--- src/rtl/vga_pkg.sv ---
// Shared 640x480@60 timing constants and the vga_rx lock-FSM state encoding.
package vga_pkg;

  localparam int VGA_H_SYNC      = 96;
  localparam int VGA_H_ACT_START = 144;
  localparam int VGA_H_VALID     = 640;
  localparam int VGA_H_TOTAL     = 800;
  localparam int VGA_V_ACT_START = 35;
  localparam int VGA_V_VALID     = 480;
  localparam int VGA_V_TOTAL     = 525;

  typedef enum logic [1:0] {
    SEARCH  = 2'd0,
    MEASURE = 2'd1,
    LOCKED  = 2'd2
  } rx_state_e;

endpackage

--- src/rtl/vga_sync_edge.sv ---
// Input register for one sync line plus leading-edge detector on the registered sample.
module vga_sync_edge #(
  parameter bit POL = 1'b1
) (
  input  logic clk_i,
  input  logic rst_i,
  input  logic sync_i,
  output logic edge_o
);

  logic s_q, prev_q;

  always_ff @(posedge clk_i) begin
    if (rst_i) begin
      s_q    <= 1'b0;
      prev_q <= 1'b0;
    end else begin
      s_q    <= sync_i;
      prev_q <= s_q;
    end
  end

  assign edge_o = (s_q == POL) && (prev_q != POL);

endmodule

--- src/rtl/vga_rx.sv ---
// VGA receiver: regenerates pixel coordinates from hsync/vsync, measures line/frame
// lengths and locks after LOCK_FRAMES good frames. VGA_RX_STAT_EN adds h_meas/v_meas/err_cnt.
module vga_rx import vga_pkg::*; #(
  parameter int H_SYNC      = VGA_H_SYNC,
  parameter int H_ACT_START = VGA_H_ACT_START,
  parameter int H_VALID     = VGA_H_VALID,
  parameter int H_TOTAL     = VGA_H_TOTAL,
  parameter int V_ACT_START = VGA_V_ACT_START,
  parameter int V_VALID     = VGA_V_VALID,
  parameter int V_TOTAL     = VGA_V_TOTAL,
  parameter bit SYNC_POL    = 1'b1,
  parameter int LOCK_FRAMES = 2
) (
  input  logic        vga_clk,
  input  logic        sys_rst,
  input  logic        hsync,
  input  logic        vsync,
  input  logic [15:0] vga_rgb,
  output logic [9:0]  pix_x,
  output logic [9:0]  pix_y,
  output logic [15:0] pix_data,
  output logic        pix_valid,
  output logic        frame_start,
  output logic        locked,
  output logic        sync_err
`ifdef VGA_RX_STAT_EN
  ,
  output logic [10:0] h_meas,
  output logic [9:0]  v_meas,
  output logic [7:0]  err_cnt
`endif
);

  if (H_SYNC >= H_ACT_START || H_ACT_START + H_VALID > H_TOTAL ||
      V_ACT_START + V_VALID > V_TOTAL) begin : g_bad_cfg
    $error("vga_rx: inconsistent timing parameters");
  end

  logic        h_edge, v_edge;
  logic [15:0] rgb_q;

  vga_sync_edge #(.POL(SYNC_POL)) u_hs (
    .clk_i(vga_clk), .rst_i(sys_rst), .sync_i(hsync), .edge_o(h_edge));
  vga_sync_edge #(.POL(SYNC_POL)) u_vs (
    .clk_i(vga_clk), .rst_i(sys_rst), .sync_i(vsync), .edge_o(v_edge));

  always_ff @(posedge vga_clk) begin
    if (sys_rst) rgb_q <= '0;
    else         rgb_q <= vga_rgb;
  end

  // cnt_*_q hold the position of the previous stage-1 sample; cnt_*_d is the
  // position of the sample now in rgb_q, so coordinates line up with the data.
  logic [10:0] cnt_h_q, cnt_h_d;
  logic [9:0]  cnt_v_q, cnt_v_d;
  logic        v_pend_q, v_pend_d;
  logic [11:0] h_len;
  logic [10:0] v_len;
  logic        h_sat;

  assign h_len = {1'b0, cnt_h_q} + 12'd1;
  assign v_len = {1'b0, cnt_v_q} + 11'd1;
  assign h_sat = (cnt_h_q == '1);

  always_comb begin
    cnt_h_d  = h_edge ? '0 : (h_sat ? cnt_h_q : h_len[10:0]);
    cnt_v_d  = cnt_v_q;
    v_pend_d = v_pend_q;
    if (v_edge) begin
      cnt_v_d  = '0;
      v_pend_d = !h_edge;
    end else if (h_edge) begin
      cnt_v_d  = v_pend_q ? '0 : (v_len[10] ? cnt_v_q : v_len[9:0]);
      v_pend_d = 1'b0;
    end
  end

  rx_state_e   state_q;
  logic [7:0]  good_cnt_q;
  logic        lines_ok_q;
  logic        line_bad, frame_good, err_now, lock_now, lock_nxt, act, emit;
  logic [9:0]  pix_x_nxt, pix_y_nxt;

  assign line_bad   = h_edge && (h_len != 12'(H_TOTAL));
  assign frame_good = (v_len == 11'(V_TOTAL)) && lines_ok_q && !line_bad;
  assign err_now    = (state_q == LOCKED) &&
                      (line_bad || (v_edge && !frame_good) || h_sat);
  assign lock_now   = (state_q == MEASURE) && v_edge && frame_good &&
                      (good_cnt_q + 8'd1 == 8'(LOCK_FRAMES));
  assign lock_nxt   = ((state_q == LOCKED) && !err_now) || lock_now;

  assign act  = (cnt_h_d >= 11'(H_ACT_START)) && (cnt_h_d < 11'(H_ACT_START + H_VALID)) &&
                (cnt_v_d >= 10'(V_ACT_START)) && (cnt_v_d < 10'(V_ACT_START + V_VALID));
  assign emit = lock_nxt && act;
  assign pix_x_nxt = 10'(cnt_h_d - 11'(H_ACT_START));
  assign pix_y_nxt = cnt_v_d - 10'(V_ACT_START);

  logic [9:0]  pix_x_q, pix_y_q;
  logic [15:0] pix_data_q;
  logic        pix_valid_q, frame_start_q, locked_q, sync_err_q;

  always_ff @(posedge vga_clk) begin
    if (sys_rst) begin
      state_q       <= SEARCH;
      good_cnt_q    <= '0;
      lines_ok_q    <= 1'b0;
      cnt_h_q       <= '0;
      cnt_v_q       <= '0;
      v_pend_q      <= 1'b0;
      pix_x_q       <= '0;
      pix_y_q       <= '0;
      pix_data_q    <= '0;
      pix_valid_q   <= 1'b0;
      frame_start_q <= 1'b0;
      locked_q      <= 1'b0;
      sync_err_q    <= 1'b0;
    end else begin
      cnt_h_q       <= cnt_h_d;
      cnt_v_q       <= cnt_v_d;
      v_pend_q      <= v_pend_d;
      pix_valid_q   <= emit;
      frame_start_q <= emit && (pix_x_nxt == '0) && (pix_y_nxt == '0);
      locked_q      <= lock_nxt;
      sync_err_q    <= err_now;
      if (emit) begin
        pix_x_q    <= pix_x_nxt;
        pix_y_q    <= pix_y_nxt;
        pix_data_q <= rgb_q;
      end
      if (line_bad) lines_ok_q <= 1'b0;
      case (state_q)
        SEARCH: if (v_edge) begin
          state_q    <= MEASURE;
          good_cnt_q <= '0;
          lines_ok_q <= 1'b1;
        end
        MEASURE: if (v_edge) begin
          lines_ok_q <= 1'b1;
          if (frame_good) begin
            good_cnt_q <= good_cnt_q + 8'd1;
            if (lock_now) state_q <= LOCKED;
          end else begin
            good_cnt_q <= '0;
          end
        end
        LOCKED: if (err_now) state_q <= SEARCH;
        default: state_q <= SEARCH;
      endcase
    end
  end

  assign pix_x       = pix_x_q;
  assign pix_y       = pix_y_q;
  assign pix_data    = pix_data_q;
  assign pix_valid   = pix_valid_q;
  assign frame_start = frame_start_q;
  assign locked      = locked_q;
  assign sync_err    = sync_err_q;

`ifdef VGA_RX_STAT_EN
  logic [10:0] h_meas_q;
  logic [9:0]  v_meas_q;
  logic [7:0]  err_cnt_q;

  always_ff @(posedge vga_clk) begin
    if (sys_rst) begin
      h_meas_q  <= '0;
      v_meas_q  <= '0;
      err_cnt_q <= '0;
    end else begin
      if (h_edge) h_meas_q <= h_len[11] ? '1 : h_len[10:0];
      if (v_edge) v_meas_q <= v_len[10] ? '1 : v_len[9:0];
      if (err_now && err_cnt_q != '1) err_cnt_q <= err_cnt_q + 8'd1;
    end
  end

  assign h_meas  = h_meas_q;
  assign v_meas  = v_meas_q;
  assign err_cnt = err_cnt_q;
`endif

endmodule

--- config.mk ---
export PLATFORM = sky130hd
export DESIGN_NAME = vga_rx
export DESIGN_NICKNAME = d
export VERILOG_FILES = /design/src/rtl/vga_pkg.sv /design/src/rtl/vga_sync_edge.sv /design/src/rtl/vga_rx.sv
export SDC_FILE = /design/constraint.sdc
export NUM_CORES = 1
export LEC_CHECK = 0
export BUFFER_PORTS_ARGS = -buffer_cell sky130_fd_sc_hd__buf_4
export CAP_MARGIN = 0
export CORE_ASPECT_RATIO = 0.8
export CORE_MARGIN = 2
export CORE_UTILIZATION = 58
export CTS_CLUSTER_SIZE = 10
export DETAILED_ROUTE_END_ITERATION = 12
export GPL_ROUTABILITY_DRIVEN = 0
export GPL_TIMING_DRIVEN = 0
export PLACE_DENSITY = 0.8
export SLEW_MARGIN = 30
export SYNTH_ARGS = -nofsm -noshare
export SYNTH_HDL_FRONTEND = slang
export SYNTH_SLANG_ARGS = --single-unit
--- constraint.sdc ---
create_clock -name vga_clk -period 4.6 [get_ports vga_clk]
set_clock_uncertainty 0.15 [all_clocks]
set_input_delay 0.23 -clock vga_clk [delete_from_list [all_inputs] [get_ports vga_clk]]
set_output_delay 0.23 -clock vga_clk [all_outputs]
set_load 0.02 [all_outputs]
==> flow_metrics.tcl, run 1 <==
set metrics [dict create \
    clkSlewWorstSetupHoldPaths_ps 100 \
    synth_enable_flop_cells 0 \
    area_fraction_of_the_dominant_cell_type_after_synthesis 0.385 \
    fp.dieW_microns 106 \
    crit_type "reg -> reg" \
    drt-initial-drc-count 390 \
    route.vias.total 4674 \
    dp_worst_setup_slack_ps 756 \
    post_cts.resized_instances 0 \
    cp_top_family "compound AO/OA/AOI/OAI gates" \
    critical_path.n_buffers_inverters 2 \
    cts_inserted_buffers 9 \
    cts_root_buffer "sky130_fd_sc_hd__clkbuf_8" \
    layout.cells.most_common_list "sky130_fd_sc_hd__dfxtp_1, sky130_fd_sc_hd__buf_4, sky130_fd_sc_hd__a21oi_1" \
    setup_ws_ps 484 \
    unrepaired_setup_endpoints_after_global_routing "no" \
    final.setup.tns_ps 0 \
    critical_path.slowest_cell "sky130_fd_sc_hd__o31ai_1" \
    yosys_most_used_dff "sky130_fd_sc_hd__dfxtp_1" \
    std_cell_rows 29 \
    postRouteAntennaNets 0 \
    wl_per_cell_microns 16.9 \
    worst-slew-pin-transition_ps 689 \
    r2r_slack_ps 480 \
    pwr_density_cell_nw_per_um2 250 \
    critical_path.cell_chain "ha_1 > clkbuf_2 > nand2_1 > o31ai_1 > mux2i_1 > nor2_1 > ha_1 > o31ai_2 > a21oi_1 > a41oi_1 > clkbuf_1 > o21ai_0 > a21oi_1" \
    maximum_clock_rate_ghz 0.243 \
    grt_antenna_before_repair 0 \
    mappedNetlistNets 591 \
    dpl.hpwl_mm 9.20 \
    avgViaCountPerCell 6.13 \
    r2r_start "cnt_v_q[1]" \
    reg2reg_to "pix_data[9]" \
    final.hold.worst_slack_ps 217 \
    drv_cap 0 \
    layout-area-overhead-vs-synth_pct 19.5 \
    crit_path_max_fanout 10 \
    worst_ep_arrival_time_ps 4250 \
    synth_seq_cells 93 \
    worst_setup_path_start_kind "register" \
    fp.dieH_microns 85.6 \
    first_pass_grt_wire_length_mm 20.7 \
    endpoint "pix_data[9]" \
    final_period_minus_worst_setup_slack_ps 4120 \
    max-slew-margin-rel 0.536 \
    cts.htree.levels 3 \
    total_leakage_power_nw 2.24 \
    drive_above_1_share 0.200 \
    core_region_area_sq_um 8020 \
    setup_viol_count_final 0 \
    grt_pass1_vias 4305 \
    numPortBuffers 59 \
    cts.sink_count 93 \
    synth.yosys.seq_area_share 0.385 \
    cp.depth 13 \
    yosys.area.top_type "sky130_fd_sc_hd__dfxtp_1" \
    post_synth_instance_area_sq_um 4830 \
    hold_violations 0 \
    most_common_cell_after_layout_fill_and_taps_aside "sky130_fd_sc_hd__dfxtp_1" \
    postSynthAreaPerCell_sq_um 8.60 \
    critical_path.max_stage_delay_ps 530 \
    placed_cells 729 \
    yosys_warnings 0 \
    fin_cells 763 \
    fill_cells 680 \
    drtPass1Iterations 5 \
    diodes 0 \
    wl_mm 12.9 \
    post-cts-setup-buffers 0 \
    finalNetCount 679 \
    reg2reg_depth 13 \
    clk_path_buf_depth 2 \
    timing.critical_path.required_ps 4730 \
    route.detailed.drc 0 \
    synth.lib_cells_used.distinct 68 \
    critical_path.endpoint_type "register" \
    largest_net_degree_at_the_start_of_global_routing 18 \
    synth.area.top_cells "sky130_fd_sc_hd__dfxtp_1, sky130_fd_sc_hd__nor2b_1, sky130_fd_sc_hd__a21oi_1, sky130_fd_sc_hd__o21ai_0, sky130_fd_sc_hd__nand3_1" \
    post-route-period-util 0.895 \
    slew_violations 0 \
    status "complete, no violations" \
    synthesis.instances 562 \
    grt-ovfl-total 0 \
    cts_tree "done" \
    top_level_ports 60 \
    ir_worst_vdd_uv 186 \
    area_of_the_die_sq_um 9080 \
    hold_class "in -> reg" \
    grt_util_all_layers 0.286 \
    cp-startpoint "cnt_v_q[1]" \
    clk-insertion-delay-late_ps 370 \
    proportion_of_synthesized_flip_flops_having_asynchronous_set_or_reset 0 \
    floorplan.initialDensity 0.602 \
    number_of_buffers_inserted_for_hold_repair_after_clock_tree_synthesis 18 \
]
==> final cells by class <==
type                            instances  area, sq um  share of cell area
Multi-Input combinational cell        416         2700               0.467
Sequential cell                        93         1860               0.322
Timing Repair Buffer                   77          623               0.108
Buffer                                 45          243              0.0420
Tap cell                              108          135              0.0234
Clock buffer                            9          124              0.0215
Clock inverter                          7         60.1              0.0104
Inverter                                8         30.0             0.00520
==> worst min path at each step <==
stage                            from           to  slack, ps  cells after the start
final                         sys_rst     v_pend_q        220                      3
after global routing          sys_rst   cnt_h_q[8]        240                      3
after CTS                     sys_rst     v_pend_q        210                      3
after detailed placement     rgb_q[4]  pix_data[4]        290                      2
after global placement    vga_rgb[12]    rgb_q[12]        290                      2
after floorplan            vga_rgb[0]     rgb_q[0]        210                      1
==> through the flow <==
stage               power (mW)  area (sq um)  utilization
finish                    1.44          5770        0.720
global route              1.49          5770        0.720
CTS                       1.44          5770        0.720
detailed placement       0.930          5410        0.675
global placement         0.927          5410        0.675
floorplan                0.896          4830            -
==> flip-flops by register name (all words and copies together), names as in the netlist, 2 cells and up <==
signal,count
cnt_h_q,11
cnt_v_q,10
good_cnt_q,8
pix_data,16
pix_x,10
pix_y,10
rgb_q,16
state_q,2
==> cell usage after synthesis, drive strengths merged, types with 3 or more instances <==
| master | instances |
|---|---|
| dfxtp | 93 |
| o31ai | 11 |
| a31oi | 6 |
| nand4 | 12 |
| and4 | 3 |
| xor2 | 9 |
| o21ai | 42 |
| nand2b | 8 |
| a41oi | 5 |
| o211ai | 5 |
| a311oi | 7 |
| inv | 8 |
| and2 | 3 |
| nand2 | 28 |
| nor2b | 38 |
| a2111oi | 3 |
| a211oi | 6 |
| nor2 | 41 |
| o2111ai | 3 |
| clkbuf | 17 |
| nand4b | 3 |
| buf | 28 |
| a41o | 3 |
| nor4 | 8 |
| mux2 | 6 |
| a31o | 3 |
| ha | 9 |
| a21o | 3 |
| a21oi | 45 |
| nor3 | 15 |
| nand3 | 40 |
| xnor2 | 10 |
| a211o | 3 |
| mux2i | 3 |
| or3 | 6 |
| nor3b | 4 |
| and3 | 7 |
==> routing by layer <==
layer	part of all wire	vias up	routed length (microns)	track usage
met5	0	-	0	0
met4	0.023	0	301	0.105
met1	0.44	2175	5660	0.388
li1	-	2229	-	-
met3	0.089	31	1150	0.0676
met2	0.45	239	5800	0.446
==> logic make-up (layout without fill, tap and decap cells) <==
family,after synthesis,in the layout,synth area share
XOR/XNOR,19,19,0.0344
AO/OA/AOI/OAI,157,157,0.224
multiplexers,9,9,0.0241
AND/OR/NAND/NOR,222,222,0.252
buffers and inverters,53,146,0.0565
adder cells (fa/ha/maj),9,9,0.0233
flip-flops,93,93,0.385
==> worst reg2reg max path: cells and delay by family, from the launching register on <==
kind                       cells  cell delay, ps
AOI/OAI and AO/OA              6            1880
buffers and inverters          2             530
DFF                            1             460
adders and majority gates      2             440
muxes                          1             320
and+or+nand+nor                2             260
==> where the power goes <==
group / internal, mW / switching [mW]
Combinational: 0.0433 / 0.0560
Clock: 0.204 / 0.312
Sequential: 0.818 / 0.00966
No activity file was read; power rests on OpenSTA's default activity.
==> run 2: changes to the inputs <==
--- a/config.mk
+++ b/config.mk
@@ -15,6 +15,7 @@
 export GPL_ROUTABILITY_DRIVEN = 0
 export GPL_TIMING_DRIVEN = 0
 export PLACE_DENSITY = 0.8
+export RECOVER_POWER = 50
 export SLEW_MARGIN = 30
 export SYNTH_ARGS = -nofsm -noshare
 export SYNTH_HDL_FRONTEND = slang
==> run 2 against run 1 <==
Register-to-register slack improved by 60 ps. Sequential power is essentially flat. Wire length rose by 0.70%. Count of clock-buffer cells in the layout stayed put. Sequential share of layout area grew 0.91 points. Critical path type unchanged. Largest cell class unchanged. Highest routed layer unchanged.
==> flow_metrics.tcl, run 2 (synthesized netlist as in run 1, its figures left out) <==
set metrics [dict create \
    clk_path_buf_depth 2 \
    worst_setup_path_start_kind "register" \
    setup_ws_ps 546 \
    grt_util_all_layers 0.286 \
    wl_mm 13.0 \
    top_level_ports 60 \
    most_common_cell_after_layout_fill_and_taps_aside "sky130_fd_sc_hd__dfxtp_1" \
    std_cell_rows 29 \
    cts_tree "done" \
    crit_path_max_fanout 10 \
    floorplan.initialDensity 0.602 \
    clkSlewWorstSetupHoldPaths_ps 100 \
    post-route-period-util 0.881 \
    core_region_area_sq_um 8020 \
    grt-ovfl-total 0 \
    hold_class "in -> reg" \
    timing.critical_path.required_ps 4730 \
    wl_per_cell_microns 17.0 \
    worst-slew-pin-transition_ps 686 \
    route.detailed.drc 0 \
    critical_path.endpoint_type "register" \
    dp_worst_setup_slack_ps 756 \
    cts.sink_count 93 \
    final.setup.tns_ps 0 \
    first_pass_grt_wire_length_mm 20.7 \
    largest_net_degree_at_the_start_of_global_routing 18 \
    drv_cap 0 \
    placed_cells 729 \
    avgViaCountPerCell 6.13 \
    layout.cells.most_common_list "sky130_fd_sc_hd__dfxtp_1, sky130_fd_sc_hd__clkbuf_1, sky130_fd_sc_hd__a21oi_1" \
    fp.dieW_microns 106 \
    setup_viol_count_final 0 \
    dpl.hpwl_mm 9.20 \
    utilization 0.700 \
    route.vias.total 4681 \
    postRouteAntennaNets 0 \
    clk-insertion-delay-late_ps 370 \
    grt_pass1_vias 4305 \
    layout-area-overhead-vs-synth_pct 16.2 \
    instance_area_after_placement_sq_um 5410 \
    postLayoutCellArea_sq_um 5610 \
    fp.dieH_microns 85.6 \
    cts_root_buffer "sky130_fd_sc_hd__clkbuf_8" \
    drtPass1Iterations 5 \
    unrepaired_setup_endpoints_after_global_routing "no" \
    worst_ep_arrival_time_ps 4190 \
    drive_above_1_share 0.136 \
    area_of_the_die_sq_um 9080 \
    pwr_density_cell_nw_per_um2 257 \
    grt_antenna_before_repair 0 \
    numPortBuffers 59 \
    ir_worst_vdd_uv 187 \
    status "complete, no violations" \
    fin_cells 763 \
    slew_violations 0 \
    final_period_minus_worst_setup_slack_ps 4050 \
    cts.htree.levels 3 \
    cts_inserted_buffers 9 \
    hold_violations 0 \
    post-cts-setup-buffers 0 \
    max-slew-margin-rel 0.538 \
    finalNetCount 679 \
    total_leakage_power_nw 2.06 \
    maximum_clock_rate_ghz 0.247 \
    diodes 0 \
    drt-initial-drc-count 323 \
    crit_type "reg -> reg" \
]
-- run 2: cell count changes in the layout (fill, tap and decap cells not counted), sizes merged --
| cell | previous run | this run |
|---|---|---|
| clkbuf | 26 | 69 |
| buf | 87 | 44 |
-- run 2: where the power goes --
group          internal (mW)  total [mW]  switching (mW)
clock network          0.204       0.516           0.312
registers              0.818       0.827         0.00961
logic                 0.0425      0.0981          0.0555
-- run 2: worst paths after layout --
kind / startpoint / end / slack (ps) / cells after the start
hold reg to reg: rgb_q[7] / pix_data[7] / 300 / 2
setup reg to reg: cnt_v_q[1] / pix_data[9] / 550 / 13
setup / recovery: cnt_v_q[1] / pix_data[9] / 550 / 13
hold / removal: sys_rst / v_pend_q / 240 / 3
-- run 2: layer usage --
layer  up-vias  global-route usage  wire length, microns
li1       2232                   -                     -
met1      2177               0.388                  5590
met2       239               0.446                  5790
met3        33              0.0676                  1300
met4         0               0.105                   316
met5         -                   0                     0
-- run 2: what timing repair did --
action / 4_1_cts / 5_1_grt
endpoints found under the hold margin: 18 / 0
resized for setup: 0 / 0
hold buffers: 18 / 0
-- run 2: per-stage QoR --
step	total power, mW	hold slack (ps)
4_1_cts	1.44	211
3_5_place_dp	0.930	295
5_1_grt	1.49	267
3_3_place_gp	0.927	288
6_report	1.44	238
2_1_floorplan	0.896	208
-- run 2: worst max-delay path, cell delays in order (launching register included) --
cell and delay, ps:
sky130_fd_sc_hd__dfxtp_1 440, sky130_fd_sc_hd__ha_1 190, sky130_fd_sc_hd__clkbuf_2 190, sky130_fd_sc_hd__nand2_1 140, sky130_fd_sc_hd__o31ai_1 530, sky130_fd_sc_hd__mux2i_1 310, sky130_fd_sc_hd__nor2_1 110, sky130_fd_sc_hd__ha_1 240
sky130_fd_sc_hd__o31ai_2 420, sky130_fd_sc_hd__a21oi_1 150, sky130_fd_sc_hd__a41oi_1 380, sky130_fd_sc_hd__clkbuf_1 340, sky130_fd_sc_hd__o21ai_0 180, sky130_fd_sc_hd__a21oi_1 200
-- run 2: layout make-up --
| cell class | instances | area (sq um) |
|---|---|---|
| Multi-Input combinational cell | 416 | 2700 |
| Fill cell | 728 | 2400 |
| Sequential cell | 93 | 1860 |
| Timing Repair Buffer | 77 | 473 |
| Buffer | 45 | 234 |
| Tap cell | 108 | 135 |
| Clock buffer | 9 | 124 |
| Clock inverter | 7 | 60.1 |
| Inverter | 8 | 30.0 |
==> run 3: changes to the inputs <==
--- a/config.mk
+++ b/config.mk
@@ -9,12 +9,11 @@
 export CAP_MARGIN = 0
 export CORE_ASPECT_RATIO = 0.8
 export CORE_MARGIN = 2
-export CORE_UTILIZATION = 58
+export CORE_UTILIZATION = 45
 export CTS_CLUSTER_SIZE = 10
 export DETAILED_ROUTE_END_ITERATION = 12
 export GPL_ROUTABILITY_DRIVEN = 0
 export GPL_TIMING_DRIVEN = 0
-export PLACE_DENSITY = 0.8
 export RECOVER_POWER = 50
 export SLEW_MARGIN = 30
 export SYNTH_ARGS = -nofsm -noshare
==> run 3 against run 2 <==
Register-to-register slack better by 90 ps. Via count is 2.7% lower. Hold slack better by 65 ps. Worst setup slack better by 86 ps. Global-route usage is 5.1 points lower. Combinational power is 0.6% higher. Flip-flop and latch count stayed put. Non-clock buffer count stayed put. Sequential share of layout area is 0.89 points lower.
==> flow_metrics.tcl, run 3 (synthesized netlist as in run 1, its figures left out) <==
set metrics [dict create \
    status "complete, no violations" \
    critical_path.cell_chain "ha_1 > clkbuf_2 > nand2_1 > o31ai_1 > mux2i_1 > nor2_1 > ha_1 > o31ai_2 > a21oi_1 > a41oi_1 > clkbuf_1 > o21ai_0 > a21oi_1" \
    hold_violations 0 \
    cts_inserted_buffers 9 \
    wl_mm 13.3 \
    unrepaired_setup_endpoints_after_global_routing "no" \
    cts.htree.levels 3 \
    largest_net_degree_at_the_start_of_global_routing 19 \
    drive_above_1_share 0.137 \
    area_of_the_die_sq_um 11600 \
    fp.dieH_microns 96.7 \
    std_cell_rows 33 \
    total_leakage_power_nw 2.13 \
    cts_root_buffer "sky130_fd_sc_hd__clkbuf_16" \
    route.vias.total 4554 \
    drtPass1Iterations 5 \
    layout-area-overhead-vs-synth_pct 19.4 \
    setup_ws_ps 632 \
    drv_cap 0 \
    diodes 0 \
    post-layout-total-power_mw 1.64 \
    route.detailed.drc 0 \
    core_region_area_sq_um 10400 \
    max-slew-margin-rel 0.542 \
    final.hold.worst_slack_ps 303 \
    postRouteAntennaNets 0 \
    worst_ep_arrival_time_ps 4090 \
    critical_path.slowest_cell "sky130_fd_sc_hd__o31ai_1" \
    crit_type "reg -> reg" \
    worst_setup_path_start_kind "register" \
    floorplan.initialDensity 0.466 \
    final.setup.tns_ps 0 \
    fill_cells 1000 \
    clk_path_buf_depth 2 \
    cts_tree "done" \
    fin_cells 795 \
    post-route-period-util 0.863 \
    dpl.hpwl_mm 9.64 \
    critical_path.max_stage_delay_ps 540 \
    wl_per_cell_microns 16.7 \
    grt_pass1_vias 4124 \
    numPortBuffers 59 \
    critical_path.endpoint_type "register" \
    pwr_density_cell_nw_per_um2 285 \
    grt_antenna_before_repair 0 \
    slew_violations 0 \
    clk-insertion-delay-late_ps 340 \
    maximum_clock_rate_ghz 0.252 \
    setup_viol_count_final 0 \
    utilization 0.557 \
    most_common_cell_after_layout_fill_and_taps_aside "sky130_fd_sc_hd__dfxtp_1" \
    worst-slew-pin-transition_ps 688 \
    final_period_minus_worst_setup_slack_ps 3970 \
    multi_input_area_sq_um 2700 \
    fp.dieW_microns 120 \
    clkSlewWorstSetupHoldPaths_ps 70 \
    grt_util_all_layers 0.234 \
    layout.cells.most_common_list "sky130_fd_sc_hd__dfxtp_1, sky130_fd_sc_hd__clkbuf_1, sky130_fd_sc_hd__a21oi_1" \
    avgViaCountPerCell 5.73 \
    drt-initial-drc-count 349 \
    top_level_ports 60 \
    postLayoutCellArea_sq_um 5770 \
    first_pass_grt_wire_length_mm 21.8 \
    cts.sink_count 93 \
    instance_area_after_placement_sq_um 5450 \
    placed_cells 761 \
    sequential_cell_area_sq_um 1860 \
    grt-ovfl-total 0 \
    hold_class "reg -> reg" \
    ir_worst_vdd_uv 175 \
    dp_worst_setup_slack_ps 701 \
    finalNetCount 679 \
    crit_path_max_fanout 10 \
    timing.critical_path.required_ps 4720 \
]
## run 3: cell types whose count changed in the layout (fill, tap and decap cells not counted), moves of 2 or more
cell / change
sky130_fd_sc_hd__clkbuf_8: -9
sky130_fd_sc_hd__clkinvlp_4: -3
sky130_fd_sc_hd__clkinv_4: +2
sky130_fd_sc_hd__clkbuf_16: +9
## run 3: cell type report
class                   instances  share of cell area
multi-input cells             416               0.467
flip-flops and latches         93               0.323
repair buffers                 77              0.0820
plain buffers                  45              0.0419
clock buffers                   9              0.0390
well taps                     140              0.0304
clock inverters                 7              0.0115
inverters                       8             0.00520
## run 3: metal layers
metal  wire, microns  track usage
met5               0            0
met1            6580        0.346
met4              94       0.0443
met3             826       0.0519
met2            5800        0.352
## run 3: power by group
group / switching [mW] / internal, mW
sequential: 0.00925 / 0.818
clock: 0.339 / 0.380
combinational: 0.0557 / 0.0430
total: 0.404 / 1.24
## run 3: path summary, 6_finish.rpt
| check | startpoint | endpoint | slack (ps) | depth (start not counted) |
|---|---|---|---|---|
| max reg2reg | cnt_v_q[1] | pix_y[1] | 630 | 13 |
| max | cnt_v_q[1] | pix_y[1] | 630 | 13 |
| min reg2reg | rgb_q[13] | pix_data[13] | 300 | 2 |
| min | rgb_q[13] | pix_data[13] | 300 | 2 |
## run 3: repair_timing
action	4_1_cts	5_1_grt
hold endpoints to repair	18	0
hold buffers	18	0
buffers inserted	0	0
gates resized for setup	0	0
## run 3: worst max-delay path, delay by kind of cell (launching register included)
family,cells,cell delay [ps]
multiplexers,1,310
buffers and inverters,2,540
AND/OR/NAND/NOR,2,260
adder cells (fa/ha/maj),2,420
flip-flops,1,430
AO/OA/AOI/OAI,6,1800
